[src/rtl/pipe_pkg.sv]
// Shared constants and helpers for the elastic pipeline stage buffers.
package pipe_pkg;

  localparam logic [31:0] NOP_ENC = 32'h0000_0000;

  localparam int unsigned PERF_W   = 16;
  localparam logic [PERF_W-1:0] PERF_SAT = '1;

  typedef enum logic [1:0] {
    OCC_EMPTY   = 2'd0,
    OCC_PARTIAL = 2'd1,
    OCC_FULL    = 2'd2
  } occ_e;

  // Pointer width for a given depth, never narrower than one bit
  function automatic int unsigned ptrWidth(input int unsigned depth);
    return (depth <= 2) ? 1 : $clog2(depth);
  endfunction

endpackage

[src/rtl/pipe_fifo_mem.sv]
// Storage array for pipe_stage_fifo: one write port, combinational read, no reset.
module pipe_fifo_mem #(
  parameter int unsigned DATA_W = 32,
  parameter int unsigned DEPTH  = 2,
  parameter int unsigned ADDR_W = 1
) (
  input  logic              clk,
  input  logic              we,
  input  logic [ADDR_W-1:0] waddr,
  input  logic [DATA_W-1:0] wdata,
  input  logic [ADDR_W-1:0] raddr,
  output logic [DATA_W-1:0] rdata
);

  logic [DATA_W-1:0] mem [DEPTH];

  always_ff @(posedge clk) begin
    if (we) mem[waddr] <= wdata;
  end

  assign rdata = mem[raddr];

endmodule

[src/rtl/pipe_stage_fifo.sv]
// Elastic valid/ready pipeline buffer with flush and NOP bubble output.
// Optional stall/bubble counters are enabled by defining PIPE_STAGE_FIFO_PERF_EN.
module pipe_stage_fifo
  import pipe_pkg::*;
#(
  parameter int unsigned DATA_W = 32,
  parameter int unsigned DEPTH  = 2,
  parameter logic [DATA_W-1:0] BUBBLE_VAL = DATA_W'(NOP_ENC),
  localparam int unsigned PTR_W = ptrWidth(DEPTH),
  localparam int unsigned CNT_W = PTR_W + 1
) (
  input  logic              clk,
  input  logic              rst,
  input  logic              i_valid,
  output logic              o_ready,
  input  logic [DATA_W-1:0] i_data,
  output logic              o_valid,
  input  logic              i_ready,
  output logic [DATA_W-1:0] o_data,
  input  logic              i_flush,
  output logic [CNT_W-1:0]  o_count
`ifdef PIPE_STAGE_FIFO_PERF_EN
  ,
  output logic [PERF_W-1:0] o_stall_cnt,
  output logic [PERF_W-1:0] o_bubble_cnt
`endif
);

  logic [PTR_W-1:0]  wrPtr, wrPtrNext;
  logic [PTR_W-1:0]  rdPtr, rdPtrNext;
  logic [CNT_W-1:0]  count, countNext;
  logic [DATA_W-1:0] rdData;
  logic              push, pop, memWe;
  occ_e              occ;

  // Occupancy class is a pure function of count
  always_comb begin
    occ = OCC_PARTIAL;
    if (count == '0)                      occ = OCC_EMPTY;
    else if (count == CNT_W'(DEPTH))      occ = OCC_FULL;
  end

  assign o_ready = (occ != OCC_FULL);
  assign o_valid = (occ != OCC_EMPTY);
  assign push    = i_valid & o_ready;
  assign pop     = o_valid & i_ready;
  assign o_count = count;
  assign o_data  = (occ == OCC_EMPTY) ? BUBBLE_VAL : rdData;

  always_ff @(posedge clk or negedge rst) begin
    if (!rst) begin
      wrPtr <= '0;
      rdPtr <= '0;
      count <= '0;
    end else begin
      wrPtr <= wrPtrNext;
      rdPtr <= rdPtrNext;
      count <= countNext;
    end
  end

  // Flush wins over any same-cycle push or pop
  always_comb begin
    wrPtrNext = wrPtr;
    rdPtrNext = rdPtr;
    countNext = count;
    memWe     = 1'b0;
    if (i_flush) begin
      wrPtrNext = '0;
      rdPtrNext = '0;
      countNext = '0;
    end else begin
      memWe = push;
      if (push) wrPtrNext = wrPtr + PTR_W'(1);
      if (pop)  rdPtrNext = rdPtr + PTR_W'(1);
      case ({push, pop})
        2'b10:   countNext = count + CNT_W'(1);
        2'b01:   countNext = count - CNT_W'(1);
        default: countNext = count;
      endcase
    end
  end

  pipe_fifo_mem #(
    .DATA_W (DATA_W),
    .DEPTH  (DEPTH),
    .ADDR_W (PTR_W)
  ) u_mem (
    .clk   (clk),
    .we    (memWe),
    .waddr (wrPtr),
    .wdata (i_data),
    .raddr (rdPtr),
    .rdata (rdData)
  );

`ifdef PIPE_STAGE_FIFO_PERF_EN
  // Saturating stall/bubble counters; flush leaves them alone
  always_ff @(posedge clk or negedge rst) begin
    if (!rst) begin
      o_stall_cnt  <= '0;
      o_bubble_cnt <= '0;
    end else begin
      if (i_valid && !o_ready && o_stall_cnt != PERF_SAT)
        o_stall_cnt <= o_stall_cnt + PERF_W'(1);
      if (!o_valid && i_ready && o_bubble_cnt != PERF_SAT)
        o_bubble_cnt <= o_bubble_cnt + PERF_W'(1);
    end
  end
`else
  // No performance counters in this build
`endif

endmodule

[config.mk]
export PLATFORM = sky130hd
export DESIGN_NAME = pipe_stage_fifo
export DESIGN_NICKNAME = d
export VERILOG_FILES = /design/src/rtl/pipe_pkg.sv /design/src/rtl/pipe_fifo_mem.sv /design/src/rtl/pipe_stage_fifo.sv
export SDC_FILE = /design/constraint.sdc
export NUM_CORES = 1
export LEC_CHECK = 0
export BUFFER_PORTS_ARGS = -buffer_cell sky130_fd_sc_hd__buf_2
export CAP_MARGIN = 0
export CORE_UTILIZATION = 43
export DETAILED_ROUTE_END_ITERATION = 7
export MAX_ROUTING_LAYER = met4
export PLACE_DENSITY = 0.68
export SYNTH_ARGS = -nofsm -noshare
export SYNTH_HDL_FRONTEND = slang
export SYNTH_SLANG_ARGS = --single-unit
export TNS_END_PERCENT = 1
[constraint.sdc]
create_clock -name clk -period 7.01 [get_ports clk]
set_clock_uncertainty 0.15 [all_clocks]
set_input_delay 0.3505 -clock clk [delete_from_list [all_inputs] [get_ports clk]]
set_output_delay 0.3505 -clock clk [all_outputs]
set_load 0.03 [all_outputs]
==> results of run 1 <==
## cell type report
| type | count | area [µm²] |
|---|---|---|
| clock inverters | 5 | 20.02 |
| well taps | 75 | 93.84 |
| multi-input cells | 84 | 568.0 |
| repair buffers | 76 | 392.9 |
| inverters | 3 | 11.26 |
| flip-flops and latches | 68 | 2023 |
| clock buffers | 10 | 127.6 |
| fillers | 518 | 2649 |
## sequential cells by signal (all words and copies together), names as in the netlist
| name | count |
|---|---|
| o_count | 2 |
| rdPtr | 1 |
| u_mem.mem | 64 |
| wrPtr | 1 |
## how the worst min path moves through the flow
| stage | from | depth (start not counted) | endpoint |
|---|---|---|---|
| floorplan | rst | 0 | o_count[0]$_DFFE_PN0P_ |
| global placement | rst | 1 | wrPtr$_DFFE_PN0P_ |
| detailed placement | rst | 1 | wrPtr$_DFFE_PN0P_ |
| CTS | i_data[13] | 1 | u_mem.mem[1][13]$_DFFE_PP_ |
| global route | i_data[13] | 1 | u_mem.mem[1][13]$_DFFE_PP_ |
| finish | i_data[13] | 1 | u_mem.mem[1][13]$_DFFE_PP_ |
## kinds of logic after synthesis
kind of cell    Yosys count  share of synthesized area
simple gates             44                    0.07153
xor+xnor                  1                   0.003339
flops                    68                     0.7706
compound gates            7                    0.01478
buf+inv                  10                    0.01764
mux                      32                     0.1221
## routing by layer
layer	vias to the layer above	track usage	part of all wire	wire length, µm
met2	45	0.2299	0.48	2115
li1	755	-	-	-
met1	725	0.1827	0.45	2007
met4	0	0.07500	0.017	74
met3	6	0.05455	0.050	222
met5	-	-	0	0
## stage by stage
stage                     power [W]  setup slack [ns]
after global placement    0.0005866             4.932
after detailed placement  0.0005882             4.942
final                     0.0008271             4.621
after global routing      0.0008633             4.480
after CTS                 0.0008387             4.564
after floorplan           0.0005504             2.908
## placed cells by master (no fill, tap or decap), types with 2 or more instances in the layout
cell type                  instances
sky130_fd_sc_hd__buf_4             3
sky130_fd_sc_hd__mux2i_1          32
sky130_fd_sc_hd__a21oi_1           2
sky130_fd_sc_hd__clkbuf_8          9
sky130_fd_sc_hd__o21ai_0           3
sky130_fd_sc_hd__edfxtp_1         64
sky130_fd_sc_hd__nor2_1           34
sky130_fd_sc_hd__inv_1             2
sky130_fd_sc_hd__buf_2            72
sky130_fd_sc_hd__nand2_1           2
sky130_fd_sc_hd__clkinv_1          4
sky130_fd_sc_hd__dfrtp_1           3
## power breakdown
group / switching [W] / internal, W
clock network: 0.000128 / 0.000121
registers: 0.0000128 / 0.000461
logic: 0.0000668 / 0.0000375
total: 0.000208 / 0.000619
==> results by group, run 1 <==
Timing
  – Pins Over Slew Limit: 0
  – Unrepaired setup endpoints after global routing: no
  – Slew of the pin with the lowest slew margin: 0.9676 ns
  – Period utilisation layout: 0.3408
  – Hold WS: 0.05723 ns
  – Post-Route Setup TNS: 0 ns
  – Final min period: 2.389 ns
  – Hold Fails Final Rpt: 0
  – Total of endpoints with negative setup slack in the final report: 0
  – Remaining max-slew budget at the tightest pin: 0.3550
  – Max Clk Rate: 0.4185 GHz

Critical path
  – Critical path endpoint category: output port
  – Delay of the slowest cell on the worst path: 1.01 ns
  – Worst R2R End: u_mem.mem[1][5]$_DFFE_PP_
  – Worst setup path endpoint: o_data[15]
  – Reg-to-reg setup timing slack: 5.10 ns
  – Buffers & Inverters on Critical Path: 1
  – Depth of the most critical reg-to-reg path: 5
  – Largest driver fanout on the critical path: 33
  – Critical path startpoint category: flop
  – Number of cells on the critical path: 3
  – Library cell contributing the largest single delay on the critical path: sky130_fd_sc_hd__dfrtp_2
  – Classification of the worst setup path: flop to output port
  – Crit Reg-Reg Startpoint: o_count[1]$_DFFE_PN0P_
  – Top delay family on crit path: flip-flops
  – Crit path launch: rdPtr$_DFFE_PN0P_
  – Data required time at the worst endpoint: 6.51 ns
  – Data arrival time of the worst path: 1.89 ns
  – Critical-path cell list: mux2i_1 > nor2_1 > buf_2

Yosys
  – Top cell type's share of synthesized area: 0.7325
  – Dominant register cell in the synthesized netlist: sky130_fd_sc_hd__edfxtp_1
  – Portion of the post-synthesis area used by sequential elements: 0.7706
  – Synthesized instance count: 162
  – Share of flip-flops with an asynchronous set or reset after synthesis: 0.05882
  – Distinct cell type count of the synthesized netlist: 20
  – FF+latch count, synth: 68
  – Syn Nets: 199
  – Leading cell type by number of instances after synthesis: sky130_fd_sc_hd__edfxtp_1
  – Top area cells in the synthesized netlist: sky130_fd_sc_hd__edfxtp_1, sky130_fd_sc_hd__mux2i_1, sky130_fd_sc_hd__nor2_1
  – Post-synthesis instance area: 2624 µm²
  – Synth cell count leaders: sky130_fd_sc_hd__edfxtp_1, sky130_fd_sc_hd__nor2_1, sky130_fd_sc_hd__mux2i_1
  – Synthesized area divided by synthesized cell count: 16.20 µm²
  – Number of enable-type register cells in the synthesized netlist: 64
  – Synth area leader: sky130_fd_sc_hd__edfxtp_1
  – Count of warnings emitted by yosys: 0

Die
  – Initial cell density of the core: 0.4458
  – Number of placed I/O pins: 73
  – Number of core rows: 28
  – Y dimension of the die: 80.12 µm
  – Core Region: 5886 µm²
  – Die Footprint: 6418 µm²
  – Die Wd: 80.12 µm

Min path
  – Type of the worst min-delay path: input port to flop

Clock network
  – Register clock-pin slew on the reported worst setup and hold paths: 0.07 ns
  – TritonCTS clock tree: built
  – H-tree Lvls: 3
  – Number of buffers inserted to repair setup after CTS: 0
  – CTS Hold Bufs: 1
  – CTS Buf Count: 9
  – Clock buffer depth: 2
  – Source-to-sink clock delay at the later pin of the worst-skew pair: 0.33 ns
  – Clk root buf: sky130_fd_sc_hd__clkbuf_8
  – PostCTS Resize Cnt: 0
  – Clock net sink count: 68

Global routing
  – Largest net degree at the start of global routing: 35
  – Total global-route track usage: 0.1526
  – Number of antenna violations at the first check in global routing: 0
  – Global route overflow: 0
  – First-pass GRT wire length: 6727 µm
  – Number of global-route vias before repair: 1,438

Placement
  – Post-place instance area: 3079 µm²
  – Routability congestion estimate from global placement: 0.7272
  – Count of port buffers added during placement: 72
  – Total placed cells including tap cells: 305
  – HPWL after DPL: 2705 µm

Drt
  – Count of TritonRoute iterations in the first routing pass: 4
  – Drc violations: 0
  – Wirelength per Cell: 13.77 µm
  – Antenna viol nets, final: 0
  – Total wire length after detailed routing: 4419 µm
  – Starting DRT DRC Count: 78
  – Via Count: 1,531
  – Drt via density: 4.769

Layout
  – Fraction of final layout cells sized beyond drive strength 1: 0.3699
  – Count of inserted antenna diode cells: 0
  – Fin cells: 321
  – Area Growth Syn to Fin: 23.37%
  – Net count, final: 279
  – Final cell area excluding filler cells: 3237 µm²
  – Layout Utilization: 0.5500

Flow run
  – Total of max-cap violations: 0

Power
  – Leakage power figure: 1.247 nW
  – Cell Pwr Density: 255.5 nW/µm²
  – Max rail drop VDD: 0.0001414 V

Run status
  – Run status: finished, final reports clean
Note: power is estimated with default switching activity, not from simulation.
==> run 2, diff against run 1 <==
PLACE_DENSITY = 0.7   (was 0.68)
clock period = 2.1 ns   (was 7.01 ns; I/O delays follow)
==> run 2 against run 1 <==
First-iteration DRC count increased by 1.3%. Final cell count increased by 12%. Critical path depth increased by 2. Die area unchanged. Sequential cell count unchanged. Sequential power increased to 3.3 times the previous value. Register-to-register slack got worse by 4.9 ns. Setup slack got worse by 4.4 ns. Clock power increased to 4.1 times the previous value.
==> results by group, run 2 (synthesis gave the netlist of run 1 again) <==
Critical path
  – Crit Reg-Reg Startpoint: o_count[0]$_DFFE_PN0P_
  – Reg-to-reg setup timing slack: 0.17 ns
  – Classification of the worst setup path: flop to flop
  – Data arrival time of the worst path: 2.04 ns
  – Data required time at the worst endpoint: 2.22 ns
  – Worst setup path endpoint: o_count[0]$_DFFE_PN0P_
  – Largest driver fanout on the critical path: 34
  – Depth of the most critical reg-to-reg path: 5
  – Critical path startpoint category: flop
  – Worst R2R End: o_count[0]$_DFFE_PN0P_
  – Crit path launch: o_count[0]$_DFFE_PN0P_
  – Critical path endpoint category: flop

Min path
  – Type of the worst min-delay path: input port to flop

Layout
  – Most frequent standard cell in the layout excluding fill and tap cells: sky130_fd_sc_hd__buf_2
  – Net count, final: 317
  – Area Growth Syn to Fin: 41.68%
  – Fraction of final layout cells sized beyond drive strength 1: 0.3614
  – Fin cells: 360
  – Leading cell types in the layout, fill and taps excluded: sky130_fd_sc_hd__buf_2, sky130_fd_sc_hd__edfxtp_1, sky130_fd_sc_hd__dlygate4sd3_1
  – FF+latch area: 2026 µm²
  – Layout Utilization: 0.6316
  – Number of flip-flops under the largest register name: 64
  – Register with the most flip-flops: u_mem.mem
  – Count of inserted antenna diode cells: 0
  – Area taken by multi-input logic gates: 595.6 µm²
  – Fill count: 448

Die
  – Initial cell density of the core: 0.4458
  – Number of placed I/O pins: 73
  – Die Wd: 80.12 µm
  – Y dimension of the die: 80.12 µm
  – Core Region: 5886 µm²
  – Number of core rows: 28
  – Die Footprint: 6418 µm²

Power
  – Design internal power: 0.002261 W
  – Leakage power figure: 1.439 nW
  – Clock share of power: 0.334
  – Sequential share of power: 0.517
  – Combinational share of power: 0.148
  – Overall power consumption: 0.003010 W
  – Max rail drop VDD: 0.0005596 V
  – Cell Pwr Density: 809.6 nW/µm²
  – Switch Pwr: 0.0007491 W
  – Net switching fraction of the power: 0.2489

Clock network
  – Clock net sink count: 68
  – H-tree Lvls: 3
  – Clock buffer depth: 2
  – TritonCTS clock tree: built
  – Number of buffers inserted to repair setup after CTS: 0
  – Register clock-pin slew on the reported worst setup and hold paths: 0.07 ns
  – Source-to-sink clock delay at the later pin of the worst-skew pair: 0.33 ns
  – Clk root buf: sky130_fd_sc_hd__clkbuf_8
  – CTS Buf Count: 9

Timing
  – Max Clk Rate: 0.5193 GHz
  – Final min period: 1.926 ns
  – Post-Route Setup TNS: 0 ns
  – Period utilisation layout: 0.9170
  – Unrepaired setup endpoints after global routing: no
  – Hold WS: 0.04353 ns
  – Remaining max-slew budget at the tightest pin: 0.8011
  – Total of endpoints with negative setup slack in the final report: 0
  – Pins Over Slew Limit: 0
  – Slew of the pin with the lowest slew margin: 0.2952 ns
  – Hold Fails Final Rpt: 0

Drt
  – Wirelength per Cell: 13.66 µm
  – Drt via density: 4.786
  – Starting DRT DRC Count: 79
  – Count of TritonRoute iterations in the first routing pass: 4
  – Drc violations: 0
  – Total wire length after detailed routing: 4917 µm
  – Antenna viol nets, final: 0
  – Via Count: 1,723

Placement
  – Count of port buffers added during placement: 72
  – Total placed cells including tap cells: 307
  – Routability congestion estimate from global placement: 0.7945
  – HPWL after DPL: 2971 µm

Global routing
  – Number of antenna violations at the first check in global routing: 0
  – First-pass GRT wire length: 7334 µm
  – Number of global-route vias before repair: 1,635
  – Largest net degree at the start of global routing: 35
  – Total global-route track usage: 0.1673
  – Global route overflow: 0

Run status
  – Run status: finished, final reports clean

Flow run
  – Total of max-cap violations: 0
==> run 2: area by class of cell <==
cell class	instances	area share
well taps	75	0.02524
flip-flops and latches	68	0.5449
inverters	3	0.003702
multi-input cells	84	0.1602
clock inverters	7	0.01818
clock buffers	9	0.03332
repair buffers	114	0.2144
==> run 2: routing by layer <==
layer | global-route usage | vias to the layer above | part of all wire
li1 | - | 833 | -
met1 | 0.1960 | 812 | 0.42
met2 | 0.2624 | 66 | 0.50
met3 | 0.03068 | 12 | 0.047
met4 | 0.1161 | 0 | 0.025
met5 | - | - | 0
==> run 2: power groups by stage <==
| stage | Sequential [W] | Clock (W) | Combinational (W) |
|---|---|---|---|
| 3_3_place_gp | 0.00158 | 0 | 0.000390 |
| 2_1_floorplan | 0.00159 | 0 | 0.000256 |
| 4_1_cts | 0.00156 | 0.00104 | 0.000450 |
| 3_5_place_dp | 0.00159 | 0 | 0.000395 |
| 5_1_grt | 0.00156 | 0.00109 | 0.000481 |
| 6_report | 0.00156 | 0.00101 | 0.000446 |
==> run 2: worst min-delay path by stage <==
stage / from / endpoint / slack, ns / cells past startpoint
after floorplan: rst / o_count[0]$_DFFE_PN0P_ / -0.34 / 0
after global placement: rst / wrPtr$_DFFE_PN0P_ / -0.24 / 1
after detailed placement: rst / wrPtr$_DFFE_PN0P_ / -0.23 / 1
after CTS: i_valid / wrPtr$_DFFE_PN0P_ / 0.01 / 4
after global routing: i_valid / wrPtr$_DFFE_PN0P_ / 0.06 / 4
final: i_valid / wrPtr$_DFFE_PN0P_ / 0.04 / 4
==> run 2: worst max-delay path, cell delays in order, from the launching register on <==
cell                            delay (ns)
sky130_fd_sc_hd__dfrtp_2              0.47
sky130_fd_sc_hd__nor2_2               0.14
sky130_fd_sc_hd__buf_6                0.26
sky130_fd_sc_hd__a22oi_1              0.13
sky130_fd_sc_hd__a21oi_1              0.15
sky130_fd_sc_hd__dlygate4sd3_1        0.56
==> run 2: per-stage QoR <==
stage	area (µm²)	worst slack, ns
2_1_floorplan	2666	-0.1786
6_report	3717	0.1744
4_1_cts	3714	0.1110
5_1_grt	3717	0.05786
3_5_place_dp	3152	0.4578
3_3_place_gp	3152	0.5125
==> run 2: repair_timing <==
item                                    CTS  global route
resized for setup                         0             1
endpoints found under the setup margin    0             1
hold buffers                             37             0
endpoints found under the hold margin    72             0
